<file path="config.mk">
export PLATFORM = sky130hd
export DESIGN_NAME = mem_port_arbiter
export DESIGN_NICKNAME = d
export VERILOG_FILES = /design/src/rtl/mem_port_arbiter.sv
export SDC_FILE = /design/constraint.sdc
export NUM_CORES = 1
export LEC_CHECK = 0
export CAP_MARGIN = 25
export CORE_MARGIN = 2
export CORE_UTILIZATION = 45
export CTS_CLUSTER_SIZE = 40
export DETAILED_ROUTE_END_ITERATION = 16
export PLACE_DENSITY = 0.85
export SLEW_MARGIN = 20
export SYNTH_ARGS = -nofsm -noshare
export SYNTH_HDL_FRONTEND = slang
export SYNTH_SLANG_ARGS = --single-unit
</file>
<file path="constraint.sdc">
create_clock -name clk -period 2.96 [get_ports clk]
set_input_delay 0.296 -clock clk [delete_from_list [all_inputs] [get_ports clk]]
set_output_delay 0.296 -clock clk [all_outputs]
set_load 0.01 [all_outputs]
</file>
<file path="src/rtl/mem_port_arbiter.sv">
// rtl/mem_port_arbiter.sv - round-robin IF/D arbiter for a single-port memory with fixed read latency
// Optional alignment check enabled by defining MEM_PORT_ARB_ALIGN_CHECK_EN.
module mem_port_arbiter #(
    parameter int ADDR_W  = 32,
    parameter int DATA_W  = 32,
    parameter int MEM_LAT = 2
) (
    input  logic              clk,
    input  logic              reset,
    input  logic              if_req,
    input  logic [ADDR_W-1:0] if_addr,
    output logic              if_gnt,
    output logic [DATA_W-1:0] if_rdata,
    output logic              if_valid,
    input  logic              d_req,
    input  logic              d_we,
    input  logic [ADDR_W-1:0] d_addr,
    input  logic [DATA_W-1:0] d_wdata,
    output logic              d_gnt,
    output logic [DATA_W-1:0] d_rdata,
    output logic              d_valid,
    output logic              d_err,
    output logic              mem_en,
    output logic              mem_we,
    output logic [ADDR_W-1:0] mem_addr,
    output logic [DATA_W-1:0] mem_wdata,
    input  logic [DATA_W-1:0] mem_rdata,
    output logic              busy
);

    typedef enum logic [1:0] {
        S_IDLE = 2'd0,
        S_WAIT = 2'd1,
        S_RESP = 2'd2
    } state_t;

    localparam logic [3:0] LP_CNT_INIT = 4'(MEM_LAT - 1);

    state_t            r_state;
    state_t            w_next_state;
    logic              r_owner_d;
    logic              r_last_d;
    logic [3:0]        r_cnt;
    logic              r_mem_we;
    logic [ADDR_W-1:0] r_mem_addr;
    logic [DATA_W-1:0] r_mem_wdata;
    logic [DATA_W-1:0] r_if_rdata;
    logic [DATA_W-1:0] r_d_rdata;
    logic              w_grant_if;
    logic              w_grant_d;
    logic              w_grant;
    logic              w_misalign;
    logic [ADDR_W-1:0] w_win_addr;
`ifdef MEM_PORT_ARB_ALIGN_CHECK_EN
    logic              r_err;
`endif

    // Grant is combinational in IDLE so the access issues in the same cycle; reset masks it.
    always_comb begin
        w_grant_if   = 1'b0;
        w_grant_d    = 1'b0;
        w_next_state = r_state;
        if (reset && r_state == S_IDLE) begin
            if (if_req && (!d_req || r_last_d)) begin
                w_grant_if = 1'b1;
            end else if (d_req) begin
                w_grant_d = 1'b1;
            end
        end
        w_grant    = w_grant_if || w_grant_d;
        w_win_addr = w_grant_d ? d_addr : if_addr;
`ifdef MEM_PORT_ARB_ALIGN_CHECK_EN
        w_misalign = w_grant && (w_win_addr[1:0] != 2'b00);
`else
        w_misalign = 1'b0;
`endif
        case (r_state)
            S_IDLE:  if (w_grant) w_next_state = w_misalign ? S_RESP : S_WAIT;
            S_WAIT:  if (r_cnt == 4'd0) w_next_state = S_RESP;
            S_RESP:  w_next_state = S_IDLE;
            default: w_next_state = S_IDLE;
        endcase
    end

    always_ff @(posedge clk or negedge reset) begin
        if (!reset) begin
            r_state     <= S_IDLE;
            r_owner_d   <= 1'b0;
            r_last_d    <= 1'b1;
            r_cnt       <= 4'd0;
            r_mem_we    <= 1'b0;
            r_mem_addr  <= '0;
            r_mem_wdata <= '0;
            r_if_rdata  <= '0;
            r_d_rdata   <= '0;
`ifdef MEM_PORT_ARB_ALIGN_CHECK_EN
            r_err       <= 1'b0;
`endif
        end else begin
            r_state <= w_next_state;
            if (w_grant) begin
                r_owner_d  <= w_grant_d;
                r_last_d   <= w_grant_d;
                r_cnt      <= LP_CNT_INIT;
                r_mem_addr <= w_win_addr;
                r_mem_we   <= w_grant_d && d_we && !w_misalign;
                if (w_grant_d) r_mem_wdata <= d_wdata;
`ifdef MEM_PORT_ARB_ALIGN_CHECK_EN
                r_err      <= w_misalign;
`endif
            end else if (r_state == S_WAIT) begin
                if (r_cnt == 4'd0) begin
                    // Stores keep the previous load data visible on d_rdata.
                    if (r_owner_d) begin
                        if (!r_mem_we) r_d_rdata <= mem_rdata;
                    end else begin
                        r_if_rdata <= mem_rdata;
                    end
                    r_mem_we <= 1'b0;
                end else begin
                    r_cnt <= r_cnt - 4'd1;
                end
            end
        end
    end

    assign if_gnt    = w_grant_if;
    assign d_gnt     = w_grant_d;
    assign mem_en    = w_grant && !w_misalign;
    assign mem_addr  = w_grant ? w_win_addr : r_mem_addr;
    assign mem_we    = w_grant ? (w_grant_d && d_we && !w_misalign) : r_mem_we;
    assign mem_wdata = w_grant_d ? d_wdata : r_mem_wdata;
    assign if_rdata  = r_if_rdata;
    assign d_rdata   = r_d_rdata;
    assign if_valid  = (r_state == S_RESP) && !r_owner_d;
    assign d_valid   = (r_state == S_RESP) && r_owner_d;
`ifdef MEM_PORT_ARB_ALIGN_CHECK_EN
    assign d_err     = d_valid && r_err;
`else
    assign d_err     = 1'b0;
`endif
    assign busy      = reset && ((r_state != S_IDLE) || if_req || d_req);

endmodule

</file>
==> impl_metrics.toml <==
[placement]
placed_cell_area_sq_um = 9010
port_buffers = 267
gp_congestion = 0.810
dpl.hpwl_mm = 11.2

[critical_path]
rr_worst_depth = 5
crit_fanout = 33
crit_type = "flip-flop to output port"
cpPeakStageDelay_ps = 500
crit_cells = 5
crit_buf_inv = 2
r2r_slack_ps = 710
worst_setup_path_start_kind = "flip-flop"
critPathArrivalTime_ps = 2520
cp_slowest_cell = "dfrtp_1"
rr_startpoint = "r_cnt[0]"
crit_chain = "nor3b_4, buf_6, a21boi_0, a221o_1, clkdlybuf4s50_1"
worstPathRequired_ps = 2660
worstSetupEndpointType = "output port"
critPathTopFamily = "buffers and inverters"
rr_endpoint = "d_rdata[8]"

[cells_and_area]
fillers = 879
nets = 806
areaGrowthSynthToFinish_pct = 54.8
fin_area_sq_um = 9610
multi_input_area_sq_um = 2560
diodes = 0
drive_gt1_share_pct = 24.3
seqCellArea_sq_um = 3430

[sta]
hold_viol_final = 0
fin_crit_sh_pct = 95.2
timing.final.crit_period_ps = 2820
fin_setup_tns_ps = 0
holdWs_ps = 86.8
setup_viol = 0
rsz0062_at_grt = "no"
worst_pin_slew_ps = 930
fin_worst_skew_ps = 9.98
max_slew_margin_pct = 38.0
maxSlewViolCount = 0
fmax_mhz = 355

[grt]
grt_pass1_wl_mm = 24.7
grt_pass1_vias = 4817
grt_usage_pct = 21.7
grt-ovfl-total = 0
antenna_found_initial = 0
grt_max_degree = 73

[route]
met1_length_mm = 6.29
top_layer = "met4"
avgViaCountPerCell = 5.20
met3_wirelength_mm = 1.20
postRouteAntennaNets = 0
drt-pass1-iter-count = 4
route.met2.wl_mm = 8.10
drt-wirelength-per-cell_um = 18.4
via_count = 4476
first_iter_violations = 214
drc_errors = 0
routed_wl_mm = 15.8

[logic_synthesis]
synthesis.nets = 538
synth.avg_cell_area_sq_um = 15.4
synth-seq-area-share_pct = 55.3
netlist_top_cells_count = "dfrtp_1 (136), mux2_2 (61), mux2_4 (60)"
syn-cell-area_sq_um = 6200
netlist.area_leader.share_pct = 54.9
syn_inst = 403
synth_cell_types = 39
synth.area.top_cells = "dfrtp_1 (55%), mux2_4 (15%), mux2_2 (11%), a221o_1 (5.2%), a21boi_0 (3.9%)"
synth.most_common_cell = "dfrtp_1"
ys_ff_latch = 137
yosysTopAreaCell = "dfrtp_1"
synth_edf_count = 0
async_flop_share_pct = 100
yosysWarningCount = 0
ys.flop_type = "dfrtp_1"

[floorplanning]
die_w_um = 121
row_count = 42
start_util_pct = 46.5
die_h_um = 121
core_sq_um = 13300
die_area_sq_um = 14700
top_level_ports = 269

[power_and_ir_drop]
p_per_area_nw_per_um2 = 1090
p_leak_nw = 4.21
ir_drop_mv = 0.588

[run_status]
status = "finished clean"

[clock_tree]
htreeDepth = 4
path_clk_slew_ps = 60
cts_buffers = 17
post_cts_buffers = 0
worst_skew_pair.late_latency_ps = 410
cts_tree = "done"
clockBufferDepth = 2
clock_sinks = 137
cts-root-buf = "clkbuf_16"

[hold_path]
hold_path_class = "input pin to asynchronous set/reset pin"

[job]
cap_viol_max_count = 0
## power by group
part	internal, mW	total (mW)	switching, mW
clock	1.33	2.10	0.773
combinational	3.21	5.07	1.86
sequential	2.81	3.31	0.500
## layer usage
metal  vias up  track usage (%)
met1      2230             25.3
met3        17             6.86
met2       181             37.7
met5         -                0
met4         0             7.40
li1       2048                -
## kinds of logic after synthesis
family,count (synthesis),synth area share (%)
simple gates,25,3.39
mux,128,26.9
buf+inv,33,3.59
compound gates,77,10.4
fa+ha+maj,2,0.403
other cells,1,0.0605
flops,137,55.3
## through the flow
step	worst slack [ps]	util [%]	instances	total power [mW]
2_1_floorplan	1150	-	403	5.85
4_1_cts	36.0	71.9	860	10.6
3_3_place_gp	416	67.5	828	8.24
6_report	141	72.0	860	10.5
3_5_place_dp	358	67.5	828	8.40
5_1_grt	20.9	72.0	860	11.1
## state kept, by name, indices dropped and copies added (netlist names)
signal	count
r_mem_addr	32
r_state	2
r_mem_wdata	32
r_cnt	4
r_last_d	1
r_owner_d	1
d_rdata	32
r_mem_we	1
if_rdata	32
## cells in the final DEF, fill, tap and decap left out, drive strengths merged, types with 2 or more instances in the layout
master / n
ha: 2
inv: 5
bufinv: 3
nand2b: 3
or3: 3
mux2: 128
nor3b: 4
clkbuf: 21
clkdlybuf4s50: 266
nand2: 4
nand3: 2
a21oi: 4
clkinv: 7
buf: 11
a21boi: 32
o21ai: 3
a221o: 32
dfrtp: 136
## how the worst max path moves through the flow
stage / from / to / slack, ps
after global routing: r_state[0] / mem_addr[13] / 20
after global placement: d_req / mem_addr[9] / 420
final: r_state[1] / mem_addr[13] / 140
after CTS: r_state[1] / mem_addr[13] / 40
after detailed placement: d_req / mem_addr[13] / 360
after floorplan: r_state[0] / mem_wdata[0] / 1150
## what timing repair did
action / in CTS / in global routing
setup endpoints to repair: 0 / 32
gates resized for setup: 0 / 1
hold buffers: 0 / 0
## layout make-up
| class | count | share of cell area, % |
|---|---|---|
| Sequential cell | 137 | 35.7 |
| Timing Repair Buffer | 277 | 29.0 |
| Multi-Input combinational cell | 233 | 26.6 |
| Clock buffer | 21 | 4.59 |
| Tap cell | 176 | 2.29 |
| Clock inverter | 11 | 1.54 |
| Inverter | 5 | 0.195 |
No activity file was read; power rests on OpenSTA's default activity.
